===== config.mk =====
export PLATFORM = sky130hd
export DESIGN_NAME = mc6845_init_sequencer_flat
export DESIGN_NICKNAME = d
export VERILOG_FILES = /design/src/rtl/mc6845_pkg.sv /design/src/rtl/mc6845_init_sequencer_if.sv /design/src/rtl/mc6845_init_sequencer_bus.sv /design/src/rtl/mc6845_init_sequencer.sv /design/src/flat_wrapper.sv
export SDC_FILE = /design/constraint.sdc
export NUM_CORES = 1
export LEC_CHECK = 0
export CORE_MARGIN = 2
export CORE_UTILIZATION = 50
export CTS_CLUSTER_SIZE = 10
export DETAILED_ROUTE_END_ITERATION = 16
export GPL_TIMING_DRIVEN = 0
export PLACE_DENSITY = 0.86
export SLEW_MARGIN = 20
export SYNTH_ARGS = -nofsm -noshare
export SYNTH_HDL_FRONTEND = slang
export SYNTH_SLANG_ARGS = --single-unit

===== constraint.sdc =====
create_clock -name CLK -period 7.1 [get_ports CLK]
set_clock_uncertainty 0.05 [all_clocks]
set_input_delay 1.42 -clock CLK [delete_from_list [all_inputs] [get_ports CLK]]
set_output_delay 1.42 -clock CLK [all_outputs]
set_load 0.02 [all_outputs]

===== src/rtl/mc6845_pkg.sv =====
// Shared definitions for the MC6845 init sequencer: register indices, state
// encodings and the power-up register table.
package mc6845_pkg;

    localparam logic [4:0] R_HTOTAL       = 5'd0;
    localparam logic [4:0] R_HDISP        = 5'd1;
    localparam logic [4:0] R_HSYNC_POS    = 5'd2;
    localparam logic [4:0] R_SYNC_WIDTH   = 5'd3;
    localparam logic [4:0] R_VTOTAL       = 5'd4;
    localparam logic [4:0] R_VTOTAL_ADJ   = 5'd5;
    localparam logic [4:0] R_VDISP        = 5'd6;
    localparam logic [4:0] R_VSYNC_POS    = 5'd7;
    localparam logic [4:0] R_INTERLACE    = 5'd8;
    localparam logic [4:0] R_MAX_SCAN     = 5'd9;
    localparam logic [4:0] R_CURSOR_START = 5'd10;
    localparam logic [4:0] R_CURSOR_END   = 5'd11;
    localparam logic [4:0] R_START_H      = 5'd12;
    localparam logic [4:0] R_START_L      = 5'd13;
    localparam logic [4:0] R_CURSOR_H     = 5'd14;
    localparam logic [4:0] R_CURSOR_L     = 5'd15;
    localparam logic [4:0] R_LPEN_H       = 5'd16;
    localparam logic [4:0] R_LPEN_L       = 5'd17;

    localparam int NUM_INIT_REGS = 16;

    typedef enum logic [2:0] {
        ST_IDLE,
        ST_INIT,
        ST_VERIFY,
        ST_CUR,
        ST_DONE
    } seq_state_e;

    typedef enum logic [1:0] {
        PH_IDLE,
        PH_SETUP,
        PH_EHI,
        PH_ELO
    } bus_phase_e;

    function automatic logic [7:0] reg_default(input logic [4:0] idx);
        case (idx)
            R_HTOTAL:     return 8'h5e;
            R_HDISP:      return 8'h4c;
            R_HSYNC_POS:  return 8'h4e;
            R_SYNC_WIDTH: return 8'h0c;
            R_VTOTAL:     return 8'h40;
            R_VTOTAL_ADJ: return 8'h05;
            R_VDISP:      return 8'h3c;
            R_VSYNC_POS:  return 8'h3d;
            R_MAX_SCAN:   return 8'h07;
            default:      return 8'h00;
        endcase
    endfunction

endpackage


===== src/rtl/mc6845_init_sequencer_if.sv =====
// CRTC host-bus pins (CSn, E, RS, RW, D) seen from the bus master and from the CRTC.
interface mc6845_init_sequencer_if;
    logic       CSn;
    logic       E;
    logic       RS;
    logic       RW;
    logic [7:0] D_out;
    logic       D_oe;
    logic [7:0] D_in;

    modport master (output CSn, E, RS, RW, D_out, D_oe, input D_in);
    modport slave  (input CSn, E, RS, RW, D_out, D_oe, output D_in);
endinterface


===== src/rtl/mc6845_init_sequencer_bus.sv =====
// One CRTC bus access: SETUP, E_CYCLES of E high, E_CYCLES of E low.
// A new go on the final ELO cycle chains the next access with CSn held low.
module mc6845_bus_access
    import mc6845_pkg::*;
#(
    parameter int E_CYCLES = 2
) (
    input  logic       CLK,
    input  logic       RSTn,
    input  logic       go,
    input  logic       rs,
    input  logic       rw,
    input  logic [7:0] wdata,
    output logic [7:0] rdata,
    output logic       last,
    output logic       last_next,
    output logic       csn,
    output logic       e,
    output logic       rs_pin,
    output logic       rw_pin,
    output logic [7:0] d_out,
    output logic       d_oe,
    input  logic [7:0] d_in
);

    localparam int            CW      = (E_CYCLES > 1) ? $clog2(E_CYCLES) : 1;
    localparam logic [CW-1:0] CNT_END = CW'(E_CYCLES - 1);

    bus_phase_e    phase_q, phase_d;
    logic [CW-1:0] cnt_q, cnt_d;
    logic          csn_q, csn_d, e_q, e_d, rs_q, rs_d, rw_q, rw_d, doe_q, doe_d;
    logic          last_q, last_d;
    logic [7:0]    dout_q, dout_d, rdata_q, rdata_d;

    always_comb begin
        phase_d = phase_q;
        cnt_d   = cnt_q;
        csn_d   = csn_q;
        e_d     = e_q;
        rs_d    = rs_q;
        rw_d    = rw_q;
        dout_d  = dout_q;
        doe_d   = doe_q;
        rdata_d = rdata_q;
        last_d  = 1'b0;
        unique case (phase_q)
            PH_SETUP: begin
                phase_d = PH_EHI;
                cnt_d   = '0;
                e_d     = 1'b1;
            end
            PH_EHI: begin
                if (cnt_q == CNT_END) begin
                    // Read data is taken while E is still high.
                    phase_d = PH_ELO;
                    cnt_d   = '0;
                    e_d     = 1'b0;
                    rdata_d = d_in;
                    last_d  = (E_CYCLES == 1);
                end else begin
                    cnt_d = cnt_q + 1'b1;
                end
            end
            PH_ELO: begin
                if (cnt_q != CNT_END) begin
                    cnt_d  = cnt_q + 1'b1;
                    last_d = ((cnt_q + 1'b1) == CNT_END);
                end else begin
                    phase_d = PH_IDLE;
                    csn_d   = 1'b1;
                    rs_d    = 1'b0;
                    rw_d    = 1'b1;
                    dout_d  = 8'h00;
                    doe_d   = 1'b0;
                end
            end
            default: ;
        endcase
        if (go && ((phase_q == PH_IDLE) || last_q)) begin
            phase_d = PH_SETUP;
            cnt_d   = '0;
            csn_d   = 1'b0;
            e_d     = 1'b0;
            rs_d    = rs;
            rw_d    = rw;
            dout_d  = rw ? 8'h00 : wdata;
            doe_d   = !rw;
        end
    end

    always_ff @(posedge CLK or negedge RSTn) begin
        if (!RSTn) begin
            phase_q <= PH_IDLE;
            cnt_q   <= '0;
            csn_q   <= 1'b1;
            e_q     <= 1'b0;
            rs_q    <= 1'b0;
            rw_q    <= 1'b1;
            dout_q  <= 8'h00;
            doe_q   <= 1'b0;
            last_q  <= 1'b0;
            rdata_q <= 8'h00;
        end else begin
            phase_q <= phase_d;
            cnt_q   <= cnt_d;
            csn_q   <= csn_d;
            e_q     <= e_d;
            rs_q    <= rs_d;
            rw_q    <= rw_d;
            dout_q  <= dout_d;
            doe_q   <= doe_d;
            last_q  <= last_d;
            rdata_q <= rdata_d;
        end
    end

    assign rdata     = rdata_q;
    assign last      = last_q;
    assign last_next = last_d;
    assign csn       = csn_q;
    assign e         = e_q;
    assign rs_pin    = rs_q;
    assign rw_pin    = rw_q;
    assign d_out     = dout_q;
    assign d_oe      = doe_q;

endmodule


===== src/rtl/mc6845_init_sequencer.sv =====
// MC6845 host-bus master: loads R0..R15 from the default table, reads back
// R14/R15, then arbitrates the bus for cursor-position updates.
module mc6845_init_sequencer
    import mc6845_pkg::*;
#(
    parameter int E_CYCLES   = 2,
    parameter int AUTO_START = 1
) (
    input  logic                     CLK,
    input  logic                     RSTn,
    input  logic                     start,
    input  logic                     cursor_req,
    input  logic [13:0]              cursor_addr,
    output logic                     cursor_ack,
    output logic                     busy,
    output logic                     done,
    output logic                     error,
    mc6845_init_sequencer_if.master  crtc
);

    localparam logic [4:0] INIT_LAST_OP = 5'(2 * NUM_INIT_REGS - 1);
    localparam logic [4:0] PAIR_LAST_OP = 5'd3;

    seq_state_e  state_q, state_d;
    logic [4:0]  op_q, op_d;
    logic        done_q, done_d, error_q, error_d, mism_q, mism_d;
    logic        auto_q, auto_d, busy_q, busy_d, ack_q, ack_d;
    logic [13:0] cur_addr_q, cur_addr_d;

    logic        go, launch_init, launch_cur;
    logic        acc_rs, acc_rw;
    logic [4:0]  acc_reg;
    logic [7:0]  acc_wdata, r14_def, verify_exp;
    logic [7:0]  bus_rdata;
    logic        bus_last, bus_last_next;

    always_comb begin
        state_d     = state_q;
        op_d        = op_q;
        done_d      = done_q;
        error_d     = error_q;
        mism_d      = mism_q;
        cur_addr_d  = cur_addr_q;
        auto_d      = 1'b0;
        go          = 1'b0;
        launch_init = 1'b0;
        launch_cur  = 1'b0;
        r14_def     = reg_default(R_CURSOR_H);
        // R14 only implements six bits, so only those are expected back.
        verify_exp  = op_q[1] ? reg_default(R_CURSOR_L) : {2'b00, r14_def[5:0]};

        unique case (state_q)
            ST_IDLE: launch_init = start || auto_q;
            ST_INIT: begin
                if (bus_last) begin
                    go = 1'b1;
                    if (op_q == INIT_LAST_OP) begin
                        state_d = ST_VERIFY;
                        op_d    = '0;
                    end else begin
                        op_d = op_q + 5'd1;
                    end
                end
            end
            ST_VERIFY: begin
                if (bus_last) begin
                    if (op_q[0] && (bus_rdata != verify_exp)) begin
                        mism_d = 1'b1;
                    end
                    if (op_q == PAIR_LAST_OP) begin
                        done_d  = !mism_d;
                        error_d = mism_d;
                        // A request held through init is served without dropping busy.
                        if (!mism_d && cursor_req) begin
                            launch_cur = 1'b1;
                        end else begin
                            state_d = ST_DONE;
                        end
                    end else begin
                        op_d = op_q + 5'd1;
                        go   = 1'b1;
                    end
                end
            end
            ST_CUR: begin
                if (bus_last) begin
                    if (op_q == PAIR_LAST_OP) begin
                        state_d = ST_DONE;
                    end else begin
                        op_d = op_q + 5'd1;
                        go   = 1'b1;
                    end
                end
            end
            ST_DONE: begin
                if (start) begin
                    launch_init = 1'b1;
                end else if (cursor_req && done_q) begin
                    launch_cur = 1'b1;
                end
            end
            default: state_d = ST_IDLE;
        endcase

        if (launch_init) begin
            state_d = ST_INIT;
            op_d    = '0;
            go      = 1'b1;
            done_d  = 1'b0;
            error_d = 1'b0;
            mism_d  = 1'b0;
        end
        if (launch_cur) begin
            state_d    = ST_CUR;
            op_d       = '0;
            go         = 1'b1;
            cur_addr_d = cursor_addr;
        end

        // Fields for the access issued this cycle, derived from the next op.
        acc_reg = (state_d == ST_INIT) ? {1'b0, op_d[4:1]}
                                       : (op_d[1] ? R_CURSOR_L : R_CURSOR_H);
        acc_rs  = op_d[0];
        acc_rw  = (state_d == ST_VERIFY) && op_d[0];
        if (!op_d[0]) begin
            acc_wdata = {3'b000, acc_reg};
        end else if (state_d == ST_CUR) begin
            acc_wdata = op_d[1] ? cur_addr_d[7:0] : {2'b00, cur_addr_d[13:8]};
        end else begin
            acc_wdata = reg_default(acc_reg);
        end

        busy_d = (state_d == ST_INIT) || (state_d == ST_VERIFY) || (state_d == ST_CUR);
        ack_d  = (state_q == ST_CUR) && (op_q == PAIR_LAST_OP) && bus_last_next;
    end

    always_ff @(posedge CLK or negedge RSTn) begin
        if (!RSTn) begin
            state_q    <= ST_IDLE;
            op_q       <= '0;
            done_q     <= 1'b0;
            error_q    <= 1'b0;
            mism_q     <= 1'b0;
            cur_addr_q <= '0;
            auto_q     <= (AUTO_START != 0);
            busy_q     <= 1'b0;
            ack_q      <= 1'b0;
        end else begin
            state_q    <= state_d;
            op_q       <= op_d;
            done_q     <= done_d;
            error_q    <= error_d;
            mism_q     <= mism_d;
            cur_addr_q <= cur_addr_d;
            auto_q     <= auto_d;
            busy_q     <= busy_d;
            ack_q      <= ack_d;
        end
    end

    mc6845_bus_access #(
        .E_CYCLES (E_CYCLES)
    ) u_bus (
        .CLK       (CLK),
        .RSTn      (RSTn),
        .go        (go),
        .rs        (acc_rs),
        .rw        (acc_rw),
        .wdata     (acc_wdata),
        .rdata     (bus_rdata),
        .last      (bus_last),
        .last_next (bus_last_next),
        .csn       (crtc.CSn),
        .e         (crtc.E),
        .rs_pin    (crtc.RS),
        .rw_pin    (crtc.RW),
        .d_out     (crtc.D_out),
        .d_oe      (crtc.D_oe),
        .d_in      (crtc.D_in)
    );

    assign cursor_ack = ack_q;
    assign busy       = busy_q;
    assign done       = done_q;
    assign error      = error_q;

endmodule


===== src/flat_wrapper.sv =====
// flat-port wrapper written by rule: the top's interface ports become plain ports
module mc6845_init_sequencer_flat import mc6845_pkg::*;
#(
    parameter int E_CYCLES   = 2,
    parameter int AUTO_START = 1
)
  (CLK, RSTn, start, cursor_req, cursor_addr, cursor_ack, busy, done, error, crtc_CSn, crtc_E, crtc_RS, crtc_RW, crtc_D_out, crtc_D_oe, crtc_D_in);
  mc6845_init_sequencer_if crtc_i ();
  input  logic CLK;
  input  logic RSTn;
  input  logic start;
  input  logic cursor_req;
  input  logic [13:0] cursor_addr;
  output logic cursor_ack;
  output logic busy;
  output logic done;
  output logic error;
  output wire logic [$bits(crtc_i.CSn)-1:0] crtc_CSn;
  output wire logic [$bits(crtc_i.E)-1:0] crtc_E;
  output wire logic [$bits(crtc_i.RS)-1:0] crtc_RS;
  output wire logic [$bits(crtc_i.RW)-1:0] crtc_RW;
  output wire logic [$bits(crtc_i.D_out)-1:0] crtc_D_out;
  output wire logic [$bits(crtc_i.D_oe)-1:0] crtc_D_oe;
  input wire logic [$bits(crtc_i.D_in)-1:0] crtc_D_in;
  assign crtc_CSn = crtc_i.CSn;
  assign crtc_E = crtc_i.E;
  assign crtc_RS = crtc_i.RS;
  assign crtc_RW = crtc_i.RW;
  assign crtc_D_out = crtc_i.D_out;
  assign crtc_D_oe = crtc_i.D_oe;
  assign crtc_i.D_in = crtc_D_in;
  mc6845_init_sequencer #(.E_CYCLES(E_CYCLES), .AUTO_START(AUTO_START)) u_core (.CLK(CLK), .RSTn(RSTn), .start(start), .cursor_req(cursor_req), .cursor_addr(cursor_addr), .cursor_ack(cursor_ack), .busy(busy), .done(done), .error(error), .crtc(crtc_i));
endmodule

# Yosys cells after proc, flatten, opt, wreduce, memory -nomap -nowiden
# Memories as Yosys holds them, arrays and structs flattened.
# Index checks and enable logic that the tools add are counted.
op_classes:
  n_addsub: 2
  reduce_logical: 31
  mux: 75
  n_eq_ne: 14
op_table:
  columns: ["operator", "count"]
  rows:
  - ["8-bit two-way mux", 8]
  - ["1-bit two-way mux", 39]
  - ["5-bit two-way mux", 7]
  - ["3-bit two-way mux", 9]
  - ["14-bit two-way mux", 1]
  - ["3-bit by 2-bit equality test with 1-bit output (second input constant)", 4]
  - ["3-bit case mux with 4 select lines", 1]
  - ["5-bit case mux with 2 select lines", 1]
  - ["2-bit nonzero test", 5]
  - ["1-bit case mux with 2 select lines", 4]
  - ["2-bit AND reduction", 4]
  - ["8-bit nonzero test", 1]
  - ["1-bit logical AND", 7]
  - ["3-bit by 1-bit equality test with 1-bit output (second input constant)", 2]
  - ["2-bit two-way mux", 3]
  - ["3-bit inequality test (second input constant)", 2]
  - ["2-bit case mux with 3 select lines", 1]
  - ["3-bit AND reduction", 2]
  - ["5-bit by 1-bit adder with 5-bit output (second input constant)", 1]
  - ["5-bit by 2-bit equality test with 1-bit output (second input constant)", 1]
  - ["5-bit equality test (second input constant)", 1]
  - ["2-bit equality test (second input constant)", 2]
  - ["1-bit logical OR", 4]
  - ["4-bit nonzero test", 1]
  - ["9 further kinds", 11]
word_totals:
  regBits: 53
  mem_count: 1
  output_inout_bits: 17
  word_cells: 142
  mem_bits_ro: 112
mem_list:
  columns: ["memory", "depth", "width", "read_ports", "rd_clocked_by_memory_dff", "write_ports", "line", "source"]
  rows:
  - ["(no name shown)", 16, 7, 1, 0, 0, "mc6845_pkg.sv:42", "case (idx)"]

# Longest topological paths before layout
# Gate-level depths: netlist of the first run.
# An unclocked memory read counts as a cell.
logic_depth:
  depth_word: 21
  ltp_mapped: 12
  ltp_nobuf: 12

# Hierarchy
# A second synthesis of the first run with hierarchy kept.
hier_totals:
  cells_unflattened: 230
  area_unflattened_um2: 2655.0
by_module_without_submodules:
  columns: ["mod", "area_each_um2", "cells_each", "n_inst", "seq_area_each_um2"]
  rows:
  - ["mc6845_init_sequencer", 1702.9, 164, 1, 701.9]
  - ["mc6845_bus_access", 952.2, 66, 1, 628.1]

# Least setup slack after synthesis of the first run
# No wires, ideal clock.
synth_path:
  kind: "input to register"
  start: "input port start"
  end: "register u_core.u_bus.dout_q[5], in the netlist u_core.u_bus.d_out[5]"
  t_arrival_ps: 3024
  t_required_ps: 6924
  path_stages: 7
  setup_ps: 126
  slack_ps: 3900
  path_cell_list: "nor2b_1 nand4_1 o21ai_2 buf_2 mux2_2 mux2_1 a221o_1"
synth_via:
  elab_cells_between_ends: 29
  classes_between: "3 x eq/ne; 19 x mux; 6 x reduce/logical; 1 x memory"
synth_rtl:
  columns: ["element", "line", "source"]
  rows:
  - ["start: declaration", "flat_wrapper.sv:11", "input logic start;"]
  - ["1-bit two-way mux", "mc6845_init_sequencer.sv:96", "if (start) begin"]
  - ["1-bit case mux with 2 select lines", "mc6845_init_sequencer.sv:52", "unique case (state_q)"]
  - ["14-bit two-way mux", "mc6845_init_sequencer.sv:113", "if (launch_cur) begin"]
  - ["named net u_core.cur_addr_d[5]", "mc6845_init_sequencer.sv:28", "logic [13:0] cur_addr_q, cur_addr_d;"]
  - ["8-bit two-way mux", "mc6845_init_sequencer.sv:128", "acc_wdata = op_d[1] ? cur_addr_d[7:0] : {2'b00, cur_addr_d[13:8]};"]
  - ["8-bit two-way mux", "mc6845_init_sequencer.sv:127", "end else if (state_d == ST_CUR) begin"]
  - ["8-bit two-way mux", "mc6845_init_sequencer.sv:125", "if (!op_d[0]) begin"]
  - ["8-bit two-way mux", "mc6845_init_sequencer_bus.sv:86", "dout_d = rw ? 8'h00 : wdata;"]
  - ["8-bit two-way mux", "mc6845_init_sequencer_bus.sv:79", "if (go && ((phase_q == PH_IDLE) || last_q)) begin"]
  - ["end signal: assignment", "mc6845_init_sequencer_bus.sv:110", "dout_q <= dout_d;"]
  - ["end: declaration", "mc6845_init_sequencer_bus.sv:33", "logic [7:0] dout_q, dout_d, rdata_q, rdata_d;"]
# The timed path passes the listed nets, and every way through them passes these cells.
# A chain may end at the register's enable or synchronous reset.

# Worst setup path after layout of the first run
# Same ends and word-level chain as after synthesis.

==> results of run 1 <==
## cells by family after synthesis
logic type,Yosys count
AOI/OAI and AO/OA,65
xor gates and xnor gates,2
adders and majority gates,2
buffers and inverters,18
DFF,53
muxes,24
other,1
and+or+nand+nor,96
## flip-flops by register name, summed over array words and instances (netlist names), 2 cells and up
| name | flops |
|---|---|
| u_core.u_bus.d_out | 8 |
| u_core.cur_addr_q | 14 |
| u_core.u_bus.phase_q | 2 |
| u_core.u_bus.rdata | 8 |
| u_core.state_q | 3 |
| u_core.op_q | 5 |
## power groups by stage
stage | sequential (mW) | clock, mW | combinational [mW]
2_1_floorplan | 0.488 | 0 | 0.426
3_3_place_gp | 0.462 | 0 | 0.637
3_5_place_dp | 0.465 | 0 | 0.649
4_1_cts | 0.461 | 0.209 | 0.651
5_1_grt | 0.473 | 0.219 | 0.719
6_report | 0.460 | 0.205 | 0.654
## cell type report
| cell class | count | area, sq um | share of cell area, % |
|---|---|---|---|
| Multi-Input combinational cell | 190 | 1420 | 41.1 |
| Sequential cell | 53 | 1330 | 38.6 |
| Timing Repair Buffer | 42 | 418 | 12.1 |
| Tap cell | 72 | 90.1 | 2.62 |
| Clock buffer | 6 | 72.6 | 2.11 |
| Inverter | 10 | 40.0 | 1.16 |
| Clock inverter | 2 | 38.8 | 1.13 |
| Buffer | 8 | 37.5 | 1.09 |
## worst reg2reg max path: cells and delay by family, from the launching register on
family	cells	cell delay (ns)
AOI/OAI and AO/OA	2	0.61
adders and majority gates	1	0.32
buffers and inverters	1	0.28
DFF	1	0.45
muxes	2	0.69
and+or+nand+nor	2	0.78
## stage by stage
stage                     power, mW  instances  hold slack (ns)
after floorplan               0.914        261            0.397
after global placement         1.10        375            0.406
after detailed placement       1.11        375            0.412
after CTS                      1.32        383            0.426
after global routing           1.41        383            0.460
final                          1.32        383            0.424
## how the worst min path moves through the flow
stage | start | endpoint | slack [ns] | cells past startpoint
after floorplan | u_core.cur_addr_q[9] | u_core.cur_addr_q[9] | 0.40 | 2
after global placement | u_core.u_bus.rw_pin | u_core.u_bus.rw_pin | 0.41 | 2
after detailed placement | u_core.u_bus.rw_pin | u_core.u_bus.rw_pin | 0.41 | 2
after CTS | u_core.u_bus.rw_pin | u_core.u_bus.rw_pin | 0.43 | 2
after global routing | u_core.u_bus.rw_pin | u_core.u_bus.rw_pin | 0.46 | 2
final | u_core.u_bus.rw_pin | u_core.u_bus.rw_pin | 0.42 | 2
## per-layer routing
metal	global-route usage, %	part of all wire [%]
met3	3.18	5.4
met4	7.59	1.4
met2	33.2	48
met1	29.6	45
met5	0	0
## placed cells by master (no fill, tap or decap), types with 3 or more instances in the layout
cell type,Yosys,final
clkbuf_8,0,5
nor2_1,18,18
nor2b_1,7,7
a21o_1,4,4
clkdlybuf4s50_1,0,41
o31ai_1,3,3
dfrtp_1,50,50
mux2_2,17,17
o21ai_1,6,6
nand3_1,10,10
or3_1,5,5
dfstp_2,3,3
inv_1,8,8
clkbuf_1,2,3
mux2_1,5,5
nor3_1,5,5
or2_2,6,6
and3_1,3,3
a21oi_1,11,11
a32oi_1,4,4
nand2_1,20,20
buf_2,6,6
o211ai_1,4,4
o21ai_0,4,4
==> metrics.yaml, run 1 <==
status:
  status: "finished clean"
yosys:
  syn_inst: 261
  yosysTopAreaCellShare_pct: 44.3
  synth-compound-area-share_pct: 18.4
  yosysMostFrequentCell: "dfrtp_1"
  synthMuxAreaShare_pct: 9.49
  yosysWarnings: 0
  synth_top_family_by_area: "simple AND/OR/NAND/NOR gates"
  synth_edf_count: 0
  ys_top_cells_by_area: "dfrtp_1 44%, mux2_2 6.8%, dfstp_2 2.8%"
  seq_area_frac_synth_pct: 47.1
  syn_area_sq_um: 2820
  avgSynthCellArea_sq_um: 10.8
  async_reset_ff_share_pct: 100
  synth_common_cells: "50 x dfrtp_1, 20 x nand2_1, 18 x nor2_1"
  synth_xor_area_share_pct: 0.621
  ys.flop_type: "dfrtp_1"
  synth-seq-cells: 53
  syn_nets: 289
  synth.distinct_cells: 68
  synth_simple_gate_area_share_pct: 20.6
  yosys.area.top_type: "dfrtp_1"
  synthAdderAreaFrac_pct: 0.887
drt:
  drc: 0
  ant_nets: 0
  drtPass1Iterations: 7
  dr_total_vias: 2254
  routed_via_density: 5.89
  post_drt_wl_per_cell_um: 16.2
  drt_wl_total_mm: 6.19
  dr.first_iter.drc_count: 251
cts:
  cts_buffer_depth: 2
  cts_sinks: 53
  path_clk_slew_ns: 0.10
  clock-root-buffer: "clkbuf_8"
  cts_hold_buf: 0
  htreeDepth: 2
  post_cts_resize_count: 0
  post-cts-setup-buffer-count: 0
  cts_tree: "yes"
  numCtsBuffers: 5
  worstSkewPairLatency_ns: 0.31
grt:
  grt_antenna_before_repair: 0
  grt_start_max_net_pins: 54
  grt.overflow.total: 0
  grt_pass1_vias: 2188
  grt_use_total_pct: 21.1
  grt_pass1_wl_mm: 10.4
floorplan:
  fp.dieW_um: 79.1
  core_area_sq_um: 5470
  die_y_um: 79.1
  rows: 27
  start_util_pct: 51.6
  pin_count: 43
  die_area_sq_um: 6260
power_and_ir_drop:
  p_comb_share_pct: 49.5
  p_clk_share_pct: 15.6
  leakagePower_nw: 1.54
  power_per_cell_area_nw_per_um2: 383
  power_switching_share_pct: 40.8
  p_seq_share_pct: 34.9
  ir_drop_uv: 194
  power.switching_uw: 539
  p_int_uw: 780
critical_path:
  slowest_stage: "clkdlybuf4s50_1"
  crit_type: "in2reg"
  endpoint: "u_core.u_bus.d_out[5]"
  critPathLaunch: "start"
  slowest_delay_ns: 0.45
  r2r_end: "u_core.u_bus.d_out[5]"
  worst_ep_arrival_time_ns: 3.74
  ff2ff_setup_slack_ns: 3.82
  cp-start-kind: "input port"
  crit_fanout: 10
  path_cells: "clkdlybuf4s50_1, nor2b_1, nand4_1, o21ai_2, buf_2, mux2_2, mux2_1, a221o_1"
  rr_worst_depth: 8
  setup.worst_path.end_class: "flip-flop"
  cp_num_buf_inv: 2
  critPathTopFamily: "buffers and inverters"
  cp.required_ns: 7.25
  rr_startpoint: "u_core.op_q[1]"
  cp_num_cells: 8
place:
  dp_slack_ns: 3.18
  postPlaceCellArea_sq_um: 3330
  portBuffers: 42
  gp_congestion: 0.895
  hpwl_mm: 4.63
sta:
  min_period_over_period_pct: 50.5
  period_needed_ns: 3.59
  report.final.hold_viol_count: 0
  relSlewSlack_pct: 54.7
  rsz0062_at_grt: "false"
  setup_viol: 0
  tightest_slew_ns: 0.678
  fin_setup_tns_ns: 0
  slew_violations: 0
  fmax_mhz: 279
  fin_ws_ns: 3.51
cells_and_area:
  nets: 338
  area_delta_synth_final_pct: 21.9
  antenna_cells: 0
  final_core_util_pct: 62.9
  fill_cells: 442
  drive_gt1_share_pct: 19.9
  final_area_sq_um: 3440
flow_run:
  drv_cap: 0
hold_path:
  hold_path_class: "reg2reg"
Power figures use the tool's default switching activity.
==> inputs of run 2 (changes only) <==
clock period = 3.61 ns   (was 7.1 ns; I/O delays follow)
==> results of run 2 <==
Same layout as run 1 (identical final DEF). Status: finished clean.
Among the figures that moved: setup slack after placement 3.18 ns -> 0.342 ns; setup slack after layout 3.51 ns -> 0.325 ns; hold slack 0.424 ns -> 0.370 ns; start point of the critical path start -> u_core.op_q[1]; register-to-register setup slack 3.82 ns -> 0.33 ns; total power 1.32 mW -> 2.59 mW; worst IR drop on VDD 194 uV -> 382 uV
==> inputs of run 3 (changes only) <==
--- a/config.mk
+++ b/config.mk
@@ -7,9 +7,9 @@
 export LEC_CHECK = 0
 export CORE_MARGIN = 2
-export CORE_UTILIZATION = 50
+export CORE_UTILIZATION = 54
 export CTS_CLUSTER_SIZE = 10
 export DETAILED_ROUTE_END_ITERATION = 16
 export GPL_TIMING_DRIVEN = 0
-export PLACE_DENSITY = 0.86
+export PLACE_DENSITY = 0.91
 export SLEW_MARGIN = 20
 export SYNTH_ARGS = -nofsm -noshare
--- a/constraint.sdc
+++ b/constraint.sdc
@@ -3,3 +3,3 @@
 set_input_delay 0.722 -clock CLK [delete_from_list [all_inputs] [get_ports CLK]]
 set_output_delay 0.722 -clock CLK [all_outputs]
-set_load 0.02 [all_outputs]
+set_load 0.01 [all_outputs]
==> run 3 against run 2 <==
Sequential share of layout area is 0.30 points higher; clock-buffer cell count unchanged; cell area shrank 0.76%; final cell count is 0.52% lower; maximum frequency fell by 0.61%; worst setup slack worse by 0.020 ns; via count down 1.3%.
==> metrics.yaml, run 3 (same netlist as run 1, synthesis figures left out) <==
status:
  status: "finished clean"
cells_and_area:
  fill_cells: 430  # -2.7%
  top_register: "u_core.cur_addr_q"
  antenna_cells: 0  # unchanged
  largest_reg_flops: 14  # unchanged
  nets: 338  # unchanged
  multi_input_area_sq_um: 1420  # unchanged
  seq_area_sq_um: 1330  # unchanged
  drive_gt1_share_pct: 19.9  # unchanged
  final-instance-count-excl-fill: 381  # -0.52%
  area_delta_synth_final_pct: 21.0
  layout_commonest_cell: "dfrtp_1"
  layout_common_cells: "50 x dfrtp_1, 41 x clkdlybuf4s50_1, 20 x nand2_1"
drt:
  drc: 0  # unchanged
  drtPass1Iterations: 4  # -3
  post_drt_wl_per_cell_um: 16.6  # +2.9%
  routed_via_density: 5.84  # -0.81%
  drt_wl_total_mm: 6.34  # +2.4%
  dr.first_iter.drc_count: 187  # -25%
  ant_nets: 0  # unchanged
  dr_total_vias: 2224  # -1.3%
sta:
  tightest_slew_ns: 0.656  # -0.0220 ns
  slew_violations: 0  # unchanged
  min_period_over_period_pct: 91.6
  fmax_mhz: 303
  fin_setup_tns_ns: 0  # unchanged
  relSlewSlack_pct: 56.2  # +1.5 points
  rsz0062_at_grt: "false"
  setup_viol: 0  # unchanged
  period_needed_ns: 3.30
  report.final.hold_viol_count: 0  # unchanged
critical_path:
  setup.worst_path.end_class: "flip-flop"
  ff2ff_setup_slack_ns: 0.31
  crit_type: "reg2reg"
  crit_fanout: 10  # unchanged
  cp.required_ns: 3.77
  cp-start-kind: "flip-flop"
  worst_ep_arrival_time_ns: 3.46
cts:
  post_cts_resize_count: 0  # unchanged
  numCtsBuffers: 5  # unchanged
  worstSkewPairLatency_ns: 0.31  # about the same
  cts_tree: "yes"
  clock-root-buffer: "clkbuf_8"
  cts_hold_buf: 0  # unchanged
  htreeDepth: 2  # unchanged
  post-cts-setup-buffer-count: 0  # unchanged
  cts_sinks: 53  # unchanged
  path_clk_slew_ns: 0.10  # about the same
  cts_buffer_depth: 2  # unchanged
power_and_ir_drop:
  p_seq_share_pct: 36.4  # +1.5 points
  p_comb_share_pct: 50.2  # +0.7 points
  power.switching_mw: 1.03
  leakagePower_nw: 1.52  # -1.2%
  p_clk_share_pct: 13.5  # -2.1 points
  power_per_cell_area_nw_per_um2: 729
  ir_drop_uv: 468
  power.total_mw: 2.49
  p_int_mw: 1.46
  power_switching_share_pct: 41.2
floorplan:
  pin_count: 43  # unchanged
  rows: 26  # -3.7%
  fp.dieW_um: 76.3  # -3.6%
  core_area_sq_um: 5070  # -7.3%
  die_y_um: 76.3  # -3.6%
  die_area_sq_um: 5820  # -7.0%
  start_util_pct: 55.6  # +4.0 points
flow_run:
  drv_cap: 0  # unchanged
grt:
  grt_start_max_net_pins: 54  # unchanged
  grt_use_total_pct: 23.2  # +2.1 points
  grt_pass1_wl_mm: 10.8  # +3.4%
  grt.overflow.total: 0  # unchanged
  grt_antenna_before_repair: 0  # unchanged
  grt_pass1_vias: 2227  # +1.8%
place:
  portBuffers: 42  # unchanged
  gp_congestion: 0.916  # +2.4%
  hpwl_mm: 4.65  # +0.32%
  placed_cells: 373  # -0.53%
hold_path:
  hold_path_class: "in2async"
-- run 3: cell types whose count changed in the layout (fill, tap and decap cells not counted) --
cell        before  now
clkinv_4         1    0
clkinvlp_4       0    2
bufinv_16        1    0
-- run 3: final cells by class --
type / instances / area share, %
clock buffers: 6 / 2.12
plain buffers: 8 / 1.10
clock inverters: 2 / 0.440
flip-flops and latches: 53 / 38.9
repair buffers: 42 / 12.2
multi-input cells: 190 / 41.4
well taps: 70 / 2.56
inverters: 10 / 1.17
-- run 3: path summary, 6_finish.rpt --
path | from | cells after the start | to
max reg2reg | u_core.op_q[1] | 8 | u_core.u_bus.d_out[5]
min reg2reg | u_core.u_bus.rw_pin | 2 | u_core.u_bus.rw_pin
min | RSTn | 1 | u_core.u_bus.d_out[7]
max | u_core.op_q[1] | 8 | u_core.u_bus.d_out[5]
max in group asynchronous | RSTn | 1 | u_core.u_bus.phase_q[0]
min in group CLK | u_core.u_bus.rw_pin | 2 | u_core.u_bus.rw_pin
-- run 3: metrics by stage --
| stage | setup WS (ns) | hold slack [ns] | cell area [sq um] | util, % |
|---|---|---|---|---|
| global placement | 0.271 | 0.406 | 3330 | 65.6 |
| finish | 0.305 | 0.367 | 3420 | 67.3 |
| floorplan | 0.812 | 0.376 | 2820 | - |
| global route | 0.124 | 0.423 | 3420 | 67.3 |
| CTS | 0.318 | 0.403 | 3420 | 67.3 |
| detailed placement | 0.353 | 0.414 | 3330 | 65.6 |
-- run 3: layer usage --
| layer | track usage, % | vias up | part of all wire (%) |
|---|---|---|---|
| met5 | 0 | - | 0 |
| met4 | 7.27 | 0 | 1.2 |
| met3 | 4.27 | 7 | 5.0 |
| met2 | 37.0 | 69 | 49 |
| met1 | 32.4 | 1082 | 45 |
| li1 | - | 1066 | - |
-- run 3: worst max-delay path, stage by stage (launching register included) --
cell and delay (ns):
dfrtp_1 0.46, ha_1 0.33, nor4b_4 0.57, nand4b_4 0.21, o21ai_2 0.28, buf_2 0.28
mux2_2 0.37, mux2_1 0.32, a221o_1 0.33
-- run 3: power groups by stage --
stage	combinational, mW	clock (mW)	sequential [mW]
2_1_floorplan	0.839	0	0.912
3_3_place_gp	1.21	0	0.909
3_5_place_dp	1.23	0	0.915
4_1_cts	1.24	0.340	0.905
5_1_grt	1.37	0.368	0.932
6_report	1.25	0.335	0.906
